[src/rtl/conv_pkg.sv]
// Shared types and constants for the single-MAC 3x3 convolution sequencer.
package conv_pkg;

  typedef enum logic [2:0] {
    IDLE   = 3'd0,
    LOAD_W = 3'd1,
    MAC    = 3'd2,
    OUT    = 3'd3,
    DONE   = 3'd4
  } state_t;

  localparam int NTAPS = 9;
  localparam int KDIM  = 3;

  // Nine full-width products need four guard bits above the product width.
  function automatic int min_accw(input int xw, input int ww);
    return xw + ww + 4;
  endfunction

endpackage

[src/rtl/mac_accum.sv]
// Signed multiply-accumulate: full-width product, sign-extended into a wrapping accumulator.
module mac_accum #(
  parameter int XW   = 8,
  parameter int WW   = 8,
  parameter int ACCW = 20
) (
  input  logic                   clk,
  input  logic                   rst_n,
  input  logic                   clr,
  input  logic                   en,
  input  logic signed [XW-1:0]   x,
  input  logic signed [WW-1:0]   w,
  output logic signed [ACCW-1:0] sum
);

  logic signed [XW+WW-1:0] prod;
  logic signed [ACCW-1:0]  prod_ext;
  logic signed [ACCW-1:0]  acc;

  assign prod     = x * w;
  assign prod_ext = $signed({{(ACCW-XW-WW){prod[XW+WW-1]}}, prod});
  // sum is the value acc takes on an enabled edge; the owner can capture it on the last tap.
  assign sum      = acc + prod_ext;

  always_ff @(posedge clk) begin
    if (!rst_n) begin
      acc <= '0;
    end else if (clr) begin
      acc <= '0;
    end else if (en) begin
      acc <= sum;
    end
  end

endmodule

[src/rtl/conv3x3_mac_sequencer.sv]
// Valid-mode 3x3 convolution controller: loads 9 weights, then walks windows row-major
// through one MAC, issuing 9 pixel reads per window and emitting one result per window.
module conv3x3_mac_sequencer
  import conv_pkg::*;
#(
  parameter int XW    = 8,
  parameter int WW    = 8,
  parameter int ACCW  = 20,
  parameter int IMG_W = 8,
  parameter int IMG_H = 8,
  parameter int AW    = 6
) (
  input  logic                   i_clk,
  input  logic                   i_rst_n,
  input  logic                   i_start,
  input  logic                   i_w_valid,
  input  logic signed [WW-1:0]   i_w,
  output logic                   o_w_ready,
  output logic                   o_pix_rd,
  output logic [AW-1:0]          o_pix_addr,
  input  logic signed [XW-1:0]   i_pix_data,
  output logic signed [ACCW-1:0] o_result,
  output logic                   o_valid,
  input  logic                   i_ready,
  output logic                   o_busy,
  output logic                   o_done
);

  localparam int RW = (IMG_H > 2) ? $clog2(IMG_H) : 1;
  localparam int CW = (IMG_W > 2) ? $clog2(IMG_W) : 1;
  localparam logic [3:0] LAST_W   = 4'(NTAPS - 1);
  localparam logic [3:0] LAST_TAP = 4'(NTAPS);
  localparam logic [RW-1:0] LAST_R = RW'(IMG_H - 3);
  localparam logic [CW-1:0] LAST_C = CW'(IMG_W - 3);

  if (ACCW < min_accw(XW, WW)) begin : g_accw_check
    $error("ACCW narrower than XW+WW+4");
  end

  state_t state, state_nxt;

  logic [3:0]           k;
  logic [3:0]           t;
  logic [3:0]           tap_d;
  logic [RW-1:0]        r;
  logic [CW-1:0]        c;
  logic signed [WW-1:0] w [NTAPS];
  logic signed [WW-1:0] w_sel;
  logic signed [ACCW-1:0] mac_sum;
  logic                 mac_clr;
  logic                 mac_en;
  logic                 last_w;
  logic                 last_win;
  logic                 out_hs;
  int                   row;
  int                   col;

  // Handshakes: a transfer happens on a rising edge where valid and ready are both high.
  // Weights: i_w_valid/o_w_ready. Results: o_valid/i_ready; o_result holds until the transfer.
  assign last_w   = (state == LOAD_W) && i_w_valid && (k == LAST_W);
  assign last_win = (r == LAST_R) && (c == LAST_C);
  assign out_hs   = (state == OUT) && i_ready;

  always_ff @(posedge i_clk) begin
    if (!i_rst_n) begin
      state <= IDLE;
    end else begin
      state <= state_nxt;
    end
  end

  always_comb begin
    state_nxt = state;
    o_w_ready = 1'b0;
    o_pix_rd  = 1'b0;
    o_valid   = 1'b0;
    o_busy    = 1'b1;
    o_done    = 1'b0;
    case (state)
      IDLE: begin
        o_busy = 1'b0;
        if (i_start) state_nxt = LOAD_W;
      end
      LOAD_W: begin
        o_w_ready = 1'b1;
        if (last_w) state_nxt = MAC;
      end
      MAC: begin
        o_pix_rd = (t != LAST_TAP);
        if (t == LAST_TAP) state_nxt = OUT;
      end
      OUT: begin
        o_valid = 1'b1;
        if (out_hs) state_nxt = last_win ? DONE : MAC;
      end
      DONE: begin
        o_done    = 1'b1;
        state_nxt = IDLE;
      end
      default: state_nxt = IDLE;
    endcase
  end

  // Tap t maps to window offset (t/3, t%3); the address is driven only while reading.
  always_comb begin
    row        = int'(r) + int'(t) / KDIM;
    col        = int'(c) + int'(t) % KDIM;
    o_pix_addr = '0;
    if (o_pix_rd) o_pix_addr = AW'(row * IMG_W + col);
  end

  always_ff @(posedge i_clk) begin
    if (!i_rst_n) begin
      k        <= '0;
      t        <= '0;
      tap_d    <= '0;
      r        <= '0;
      c        <= '0;
      o_result <= '0;
      for (int i = 0; i < NTAPS; i++) w[i] <= '0;
    end else begin
      tap_d <= t;
      case (state)
        IDLE: begin
          if (i_start) begin
            k <= '0;
            r <= '0;
            c <= '0;
          end
        end
        LOAD_W: begin
          if (i_w_valid) begin
            w[k] <= i_w;
            k    <= k + 4'd1;
          end
        end
        MAC: begin
          if (t == LAST_TAP) begin
            t        <= '0;
            o_result <= mac_sum;
          end else begin
            t <= t + 4'd1;
          end
        end
        OUT: begin
          if (i_ready) begin
            if (c == LAST_C) begin
              c <= '0;
              r <= r + RW'(1);
            end else begin
              c <= c + CW'(1);
            end
          end
        end
        default: ;
      endcase
    end
  end

  // Read data lags the strobe by one cycle, so tap t consumes the pixel read at t-1.
  assign mac_clr = (state == MAC) && (t == 4'd0);
  assign mac_en  = (state == MAC) && (t != 4'd0);
  assign w_sel   = (tap_d < LAST_TAP) ? w[tap_d] : '0;

  mac_accum #(
    .XW  (XW),
    .WW  (WW),
    .ACCW(ACCW)
  ) u_mac (
    .clk  (i_clk),
    .rst_n(i_rst_n),
    .clr  (mac_clr),
    .en   (mac_en),
    .x    (i_pix_data),
    .w    (w_sel),
    .sum  (mac_sum)
  );

endmodule

[config.mk]
export PLATFORM = sky130hd
export DESIGN_NAME = conv3x3_mac_sequencer
export DESIGN_NICKNAME = d
export VERILOG_FILES = /design/src/rtl/conv_pkg.sv /design/src/rtl/mac_accum.sv /design/src/rtl/conv3x3_mac_sequencer.sv
export SDC_FILE = /design/constraint.sdc
export NUM_CORES = 1
export LEC_CHECK = 0
export ABC_AREA = 1
export CAP_MARGIN = 20
export CELL_PAD_IN_SITES_DETAIL_PLACEMENT = 0
export CELL_PAD_IN_SITES_GLOBAL_PLACEMENT = 2
export CORE_ASPECT_RATIO = 0.9
export CORE_MARGIN = 4
export CORE_UTILIZATION = 37
export DETAILED_ROUTE_END_ITERATION = 10
export PLACE_DENSITY_LB_ADDON = 0.1
export SLEW_MARGIN = 20
export SYNTH_ARGS = -nofsm -noshare
export SYNTH_HDL_FRONTEND = slang
export SYNTH_SLANG_ARGS = --single-unit
[constraint.sdc]
create_clock -name i_clk -period 8.1 [get_ports i_clk]
set_clock_uncertainty 0.15 [all_clocks]
set_input_delay 1.62 -clock i_clk [delete_from_list [all_inputs] [get_ports i_clk]]
set_output_delay 1.62 -clock i_clk [all_outputs]
set_load 0.05 [all_outputs]
==> flow_results.org, run 1 <==
** Status
- The flow ran to the end, and the final reports show no timing, DRC or antenna violations.

** Global route
- Overall global routing resource usage :: 18.96%
- Global-route wire length before repair :: 43720 um
- Summed over all layers, the global routing overflow is 0.
- Entering global routing, the biggest net connects 36 pins.
- Number of antenna violations at the first check in global routing :: 0
- The via count of the first global-routing pass came to about 7900.

** Setup path
- For flop-to-flop paths, the worst setup slack is roughly 1.5 ns.
- Critical path type :: in2reg
- Data arrives at the worst endpoint at roughly 7 ns.
- Critical Path Slowest Stage Cell :: sky130_fd_sc_hd__fa_1
- Tracing the worst setup path back leads to its startpoint at i_pix_data[7].
- The worst setup path is launched from an input port.
- Required time worst endpoint :: between 8 and 9 ns
- Critical Path End Type :: register
- Critical Path Max Stage Delay :: 0.58 ns
- In this run the critical register-to-register path is launched from tap_d[0].
- Top Family by Delay on Critical Path :: adder cells
- Highest net fanout along the worst path :: 11
- The signal on the critical path passes through clkdlybuf4s50_1 -> inv_1 -> nor2_1 -> inv_1 -> fa_1 -> inv_1 -> fa_1 -> inv_1 -> fa_1 -> fa_1 -> inv_1 -> ha_1 -> ha_1 -> nand2_1 -> nor3_1 -> nand2_1 -> nand2_1 -> a21oi_1 -> xnor2_1 -> nand2_1 -> nand2_1.
- CP bufs+invs :: 6

** Drt
- Number of remaining DRC errors :: 0
- In the routed layout, each cell is associated on average with a via count of a little under 5.
- Number of iterations in the first detailed-routing pass :: 5
- In this run, the number of DRC markers left after iteration 0 of detailed routing was 402.
- The count of nets left with antenna violations once routing finished came out at 0.
- Average detailed-routed wire length per instance :: ~17 um
- Total Routed Length :: roughly 27000 um
- The detailed router placed ~7600 vias in this run.

** Logic synthesis
- Cell taking the most area after synthesis :: sky130_fd_sc_hd__edfxtp_1
- Synthesized area :: 9930 um2
- Synthesis instantiated 46 different standard cells from the library.
- Synthesis produced a netlist with a net count of 1342.
- Fraction of synthesis flops using an asynchronous set or reset pin :: 0%
- Count of flip-flops with a built-in enable after synthesis :: 72
- Synth warnings :: 0
- Cells after synthesis :: 1169
- For this run, the leading register cell type out of synthesis is sky130_fd_sc_hd__edfxtp_1.
- Mean Syn Cell Area :: about 8.5 um2
- The share of synthesized area in the top cell type comes to a little over a fifth.
- Largest cells by area after synthesis :: sky130_fd_sc_hd__edfxtp_1 22%, sky130_fd_sc_hd__fa_1 18%, sky130_fd_sc_hd__dfxtp_1 12%
- Sequential cell area fraction in the yosys report :: 34.07%
- Number of flip-flops and latches in the synthesized netlist :: between 100 and 150

** CTS
- Clk slew on worst S/H paths :: 0.06 ns
- No sink is reached through more buffers than the 2 on the longest clock path.
- Setup bufs post-CTS :: 0
- The tree built by TritonCTS fans out to ~130 sinks.
- Clk Latency, worst-skew pair :: 0.43 ns
- The H-tree was split into 4 levels.
- For this design, the CTS-stage hold fixing added 0 buffers.
- Clock tree from TritonCTS :: yes
- CTS placed an instance of sky130_fd_sc_hd__clkbuf_16 at the clock tree root.
- Clock buffer count from CTS :: 17
- Number of cells upsized or downsized after cts :: 0

** STA
- Total Negative Setup Slacks :: 0 ns
- The final hold violation count came to 0.
- Setup repair after global routing missed its margin :: no
- The number of pins exceeding their max-slew limit in the final report is 0.
- Worst-Margin Slew :: about 1.1 ns
- Setup violations remaining at the end of the flow were counted as 0.
- Slew Limit Headroom :: 27.81%
- The smallest clock period supported by the final layout is computed as roughly 6.8 ns.
- Final clock period utilization by the worst path :: 83.87%
- Based on the critical path, the design can be clocked at up to ~150 MHz.

** Die
- Chip width :: 180.7 um
- The floorplan has 56 rows.
- Die ar. :: 29520 um2
- Initial core utilization :: a little under two fifths
- Top-Level Pins :: between 50 and 60
- The core region is about 26000 um2.
- Floorplan die height :: around 160 um

** Layout
- Ratio of cells with drive above 1 in the final layout :: 5.276%
- From synthesis to final layout, the design area changed by 14.71%.
- Net count reported at finish :: 1392
- Total of fill cells in the finished design :: between 2000 and 3000
- The repair_antennas step left the layout with diodes totalling 0.

** Placement
- Placer's final routability congestion estimate :: 0.8114
- Count of buffers inserted at the top-level ports :: 51
- After legalization and detailed placement, the total HPWL measured 20250 um.

** Job
- Max-Cap Viols :: 0

** Hold path
- In this run the worst hold path is classified as reg2reg.
- The startpoint identified for the worst hold timing path is o_result[11].
==> sequential cells by signal (all words and copies together) (netlist names) <==
register,flops
c,3
k,4
o_result,20
r,3
state,3
t,4
tap_d,4
u_mac.acc,20
w,72
==> cell usage after synthesis (4+ instances only) <==
cell                       count
sky130_fd_sc_hd__a21oi_1      57
sky130_fd_sc_hd__a221o_1       6
sky130_fd_sc_hd__a31oi_1       8
sky130_fd_sc_hd__a32o_1        7
sky130_fd_sc_hd__buf_2         9
sky130_fd_sc_hd__buf_4         5
sky130_fd_sc_hd__clkbuf_1     11
sky130_fd_sc_hd__clkinv_1     10
sky130_fd_sc_hd__dfxtp_1      61
sky130_fd_sc_hd__edfxtp_1     72
sky130_fd_sc_hd__fa_1         90
sky130_fd_sc_hd__ha_1         62
sky130_fd_sc_hd__inv_1       215
sky130_fd_sc_hd__inv_2         6
sky130_fd_sc_hd__nand2_1     216
sky130_fd_sc_hd__nand3_1      42
sky130_fd_sc_hd__nand4_1       5
sky130_fd_sc_hd__nor2_1      143
sky130_fd_sc_hd__nor2_2        4
sky130_fd_sc_hd__nor3_1       12
sky130_fd_sc_hd__o21ai_0      57
sky130_fd_sc_hd__o21ai_1       5
sky130_fd_sc_hd__o22ai_1       6
sky130_fd_sc_hd__or2_2         6
sky130_fd_sc_hd__xnor2_1       6
sky130_fd_sc_hd__xor2_1       13
==> layout by cell type, fill, tap and decap left out, types with 3 or more instances in the layout <==
cell and count:
sky130_fd_sc_hd__inv_6 4, sky130_fd_sc_hd__xor2_1 13, sky130_fd_sc_hd__or2_2 6, sky130_fd_sc_hd__fa_1 90
sky130_fd_sc_hd__clkbuf_16 17, sky130_fd_sc_hd__a32o_1 7, sky130_fd_sc_hd__a21oi_1 55, sky130_fd_sc_hd__clkdlybuf4s50_1 51
sky130_fd_sc_hd__inv_1 215, sky130_fd_sc_hd__clkinv_1 10, sky130_fd_sc_hd__a221o_1 6, sky130_fd_sc_hd__o22ai_1 6
sky130_fd_sc_hd__nand2_2 3, sky130_fd_sc_hd__o211ai_1 3, sky130_fd_sc_hd__o21ai_0 57, sky130_fd_sc_hd__edfxtp_1 72
sky130_fd_sc_hd__nand4_1 5, sky130_fd_sc_hd__o21ai_1 5, sky130_fd_sc_hd__buf_4 8, sky130_fd_sc_hd__nor2_2 4
sky130_fd_sc_hd__nand2_1 216, sky130_fd_sc_hd__ha_1 62, sky130_fd_sc_hd__nand3_1 42, sky130_fd_sc_hd__xnor2_1 6
sky130_fd_sc_hd__a31oi_1 8, sky130_fd_sc_hd__dfxtp_1 61, sky130_fd_sc_hd__clkinvlp_4 5, sky130_fd_sc_hd__inv_2 6
sky130_fd_sc_hd__nor2_1 143, sky130_fd_sc_hd__a21o_1 3, sky130_fd_sc_hd__nor3_1 12
==> through the flow <==
stage / instance area (um2) / hold slack, ns / utilization, % / std cells / worst slack (ns)
3_3_place_gp: 10810 / 0.2848 / 41.13 / 1548 / 0.8343
6_report: 11390 / 0.3016 / 43.35 / 1580 / 1.307
3_5_place_dp: 10810 / 0.2913 / 41.13 / 1548 / 0.8288
5_1_grt: 11390 / 0.3212 / 43.35 / 1580 / 0.8402
2_1_floorplan: 9930 / 0.3142 / - / 1169 / 1.992
4_1_cts: 11390 / 0.3058 / 43.35 / 1580 / 1.254
==> worst paths after layout <==
kind | to | cells after the start
max | o_result[13] | 21
min | o_result[11] | 1
max reg2reg | u_mac.acc[18] | 27
min reg2reg | o_result[11] | 1
==> cells by family after synthesis <==
| group | synth area share (%) |
|---|---|
| xor+xnor | 1.676 |
| compound gates | 9.778 |
| fa+ha+maj | 25.96 |
| buf+inv | 10.09 |
| flops | 34.07 |
| simple gates | 18.42 |
==> final cells by class <==
cell class / instances / area [um2] / share of cell area [%]
multi-input combinational: 777 / 5552 / 48.74
sequential: 133 / 3383 / 29.70
inverter: 231 / 867.1 / 7.613
timing repair buffer: 59 / 570.5 / 5.009
tap: 348 / 435.4 / 3.823
clock buffer: 19 / 432.9 / 3.801
clock inverter: 13 / 148.9 / 1.307
==> per-layer routing <==
metal	global-route usage [%]	routed length, um
met4	3.814	296
met2	29.58	11940
met5	0	0
met3	2.917	924
met1	28.15	13380
Power of run 1 is left out: the tool's default activity adds up to more than one toggle a clock period on the data nets, which glitch-free logic cannot reach.
==> run 2, diff against run 1 <==
CORE_UTILIZATION = 34   (was 37)
clock period = 5.4 ns   (was 8.1 ns; I/O delays follow)
==> run 2 against run 1 <==
The run now ends with setup timing left; die area grew 8.4%; critical path depth up 2; sequential share of layout area down 4.6 points; non-clock buffer count up 130; first-iteration DRC count increased by 9.2%; register-to-register slack got worse by 1.7 ns; via count rose by 6.5%; utilization increased by 3.5 points; cell count grew 11%; routed wire length rose by 10%; cell area increased by 19%; setup slack got worse by 1.5 ns; critical path type unchanged; largest cell class unchanged.
==> flow_results.org, run 2 (same netlist as run 1, synthesis figures left out) <==
** Status
- The run finished, with violations left.
- Failing checks :: setup timing

** STA
- Setup repair after global routing could not meet its margin everywhere.
- The count of endpoints failing setup in the final report is 22 (+22).
- Final-report max-slew violation count :: 0 (unchanged)
- Worst-Margin Slew :: 0.5572 ns (-0.5227 ns)
- Based on the critical path, the design can be clocked at up to 177.5 MHz.
- The worst slew slack as a fraction of its limit came to 62.74% (+35 points).
- Final clock period utilization by the worst path :: 104.3%
- Final hold viol count :: 0 (unchanged)
- The final worst slack is -0.2348 ns (-1.541 ns).
- Final worst path period need :: 5.635 ns

** Global route
- The via count of the first global-routing pass is 8642 (+10%).
- The wire length of the first global-routing pass was 47400 um (+8.4%).
- The overall track demand over capacity in global routing is 19.08% (+0.12 points).
- Maximum number of pins on one net before global-route repair :: 29 (-19%)
- Global route overflow :: 0 (unchanged)
- The initial antenna violation count was 1 (+1).

** CTS
- The count of clock tree sinks was 133 (unchanged).
- CTS root buffer :: sky130_fd_sc_hd__clkbuf_16
- TritonCTS built the clock tree.
- Clk slew on worst S/H paths :: 0.07 ns (about the same)
- Hold-fix buffers, CTS :: 0 (unchanged)
- Clk Latency, worst-skew pair :: 0.43 ns (about the same)
- Clock buffer count from CTS :: 17 (unchanged)
- Number of levels in the clock H-tree :: 4 (unchanged)
- The worst-case clock buffer depth is 2 (unchanged).

** Layout
- Storage element area :: 3397 um2 (+0.41%)
- Utilization of the core after routing :: 46.87% (+3.5 points)
- Register with the most flip-flops :: w
- Ant. Diodes :: 0 (unchanged)
- Largest registers in the final layout :: w x72, o_result x20, u_mac.acc x20
- Ratio of cells with drive above 1 in the final layout :: 27.83% (+23 points)
- The count of nets after finishing is 1522 (+9.3%).
- Commonest cells after routing, fill and taps aside :: 183 x sky130_fd_sc_hd__inv_1, 183 x sky130_fd_sc_hd__nand2_1, 130 x sky130_fd_sc_hd__nor2_1, 116 x sky130_fd_sc_hd__buf_4, 84 x sky130_fd_sc_hd__fa_1
- Number of flip-flops in the largest register :: 72 (unchanged)
- Area taken by multi-input logic gates :: 6451 um2 (+16%)
- Compared with the post-synthesis result, the final layout area differs by 36.24%.
- Total of fill cells in the finished design :: 2829 (+5.1%)

** Die
- The placeable core area came to 28860 um2 (+9.9%).
- Chip width :: 188.1 um (+4.1%)
- The vertical die dimension was 170.1 um (+4.1%).
- Core Rows :: 59 (+5.4%)
- Die ar. :: 32010 um2 (+8.4%)
- The effective utilization at floorplan is 34.40% (-3.4 points).
- The number of top-level pins came to 52 (unchanged).

** Setup path
- The peak fanout along the critical path was 4 (-7).
- The data arrival time at the worst-slack endpoint was 5.86 ns (-1.15 ns).
- The required time at the endpoint of the critical path was 5.63 ns (-2.69 ns).
- Critical path type :: in2reg
- Type of origin of the critical path :: input port
- The worst reg-to-reg setup slack came to -0.20 ns (-1.65 ns).
- The worst setup path is captured at a register.

** Drt
- Vias per std cell :: 4.635 (-4.3%)
- The total DRC errors in the routed layout was 0 (unchanged).
- DR vias :: 8148 (+6.5%)
- Average detailed-routed wire length per instance :: 16.61 um (-1.1%)
- The number of optimization iterations in the first detailed-route pass came to 5 (unchanged).
- Number of nets with antenna violations after routing :: 0 (unchanged)
- Iter 0 DRT Violations :: 439 (+9.2%)
- The wire length after detailed routing was 29210 um (+10%).

** Placement
- The number of I/O port buffers is 51 (unchanged).
- Detailed-placement wirelength estimate :: 22120 um (+9.2%)
- The weighted congestion reported at the end of routability-driven placement is 0.8131 (+0.21%).

** Hold path
- Kind of path behind the tightest hold check :: reg2reg

** Job
- The number of maximum-capacitance violations was 0 (unchanged).
## run 2: cell count changes in the layout (fill, tap and decap cells not counted), sizes merged, moves of 2 or more
cell | before | now
buf | 8 | 143
clkbuf | 19 | 17
clkdlybuf4s50 | 51 | 45
clkinv | 11 | 14
clkinvlp | 5 | 0
inv | 226 | 231
## run 2: critical path, stage by stage
cell and delay (ns):
sky130_fd_sc_hd__clkdlybuf4s50_1 0.48, sky130_fd_sc_hd__inv_1 0.20, sky130_fd_sc_hd__nor2_2 0.08, sky130_fd_sc_hd__fa_1 0.55, sky130_fd_sc_hd__inv_2 0.04, sky130_fd_sc_hd__fa_1 0.53
sky130_fd_sc_hd__inv_1 0.05, sky130_fd_sc_hd__fa_1 0.45, sky130_fd_sc_hd__fa_1 0.51, sky130_fd_sc_hd__inv_2 0.04, sky130_fd_sc_hd__fa_1 0.49, sky130_fd_sc_hd__inv_2 0.05
sky130_fd_sc_hd__ha_4 0.29, sky130_fd_sc_hd__inv_4 0.05, sky130_fd_sc_hd__o21ai_2 0.14, sky130_fd_sc_hd__nand2_1 0.08, sky130_fd_sc_hd__nand2_2 0.11, sky130_fd_sc_hd__buf_4 0.13
sky130_fd_sc_hd__nand3_2 0.07, sky130_fd_sc_hd__nand2_4 0.09, sky130_fd_sc_hd__xor2_4 0.21, sky130_fd_sc_hd__nand2_1 0.08, sky130_fd_sc_hd__nand2_1 0.06
## run 2: routing by layer
layer	wire length, um	global-route usage (%)	share of wire [%]	vias to the layer above
li1	-	-	-	4072
met1	14650	27.46	50	3938
met2	13390	30.56	46	114
met3	873	3.240	3.0	24
met4	293	3.925	1.0	0
met5	0	0	0	-
## run 2: area by class of cell
cell class | instances | area share [%]
clock inverters | 15 | 1.332
clock buffers | 17 | 3.145
well taps | 396 | 3.663
inverters | 231 | 6.641
multi-input cells | 777 | 47.69
repair buffers | 189 | 12.42
flip-flops and latches | 133 | 25.11
## run 2: worst paths after layout
kind | start | end | depth (start not counted)
setup / recovery | i_pix_data[4] | o_result[12] | 23
hold / removal | o_result[3] | o_result[3] | 2
setup reg to reg | tap_d[0] | o_result[12] | 30
hold reg to reg | o_result[3] | o_result[3] | 2
## run 2: what timing repair did
item | 4_1_cts | 5_1_grt
endpoints found under the hold margin | 0 | 0
gates cloned | 1 | 0
setup buffers | 24 | 12
setup endpoints to repair | 26 | 28
pin swaps | 99 | 53
resized for setup | 187 | 76
## run 2: per-stage QoR
stage,instance area [um2],setup TNS [ns],cells,worst slack [ns],hold slack [ns]
final,13530,-2.142,1758,-0.2348,0.3062
after global routing,13530,-6.438,1758,-0.4069,0.3332
after CTS,13230,-2.377,1751,-0.1721,0.3109
after detailed placement,11710,-20.88,1699,-1.048,0.2942
after global placement,11710,-20.95,1699,-1.100,0.2853
after floorplan,9991,-0.006718,1169,-0.006718,0.3142
Power of run 2 is left out for the same reason.
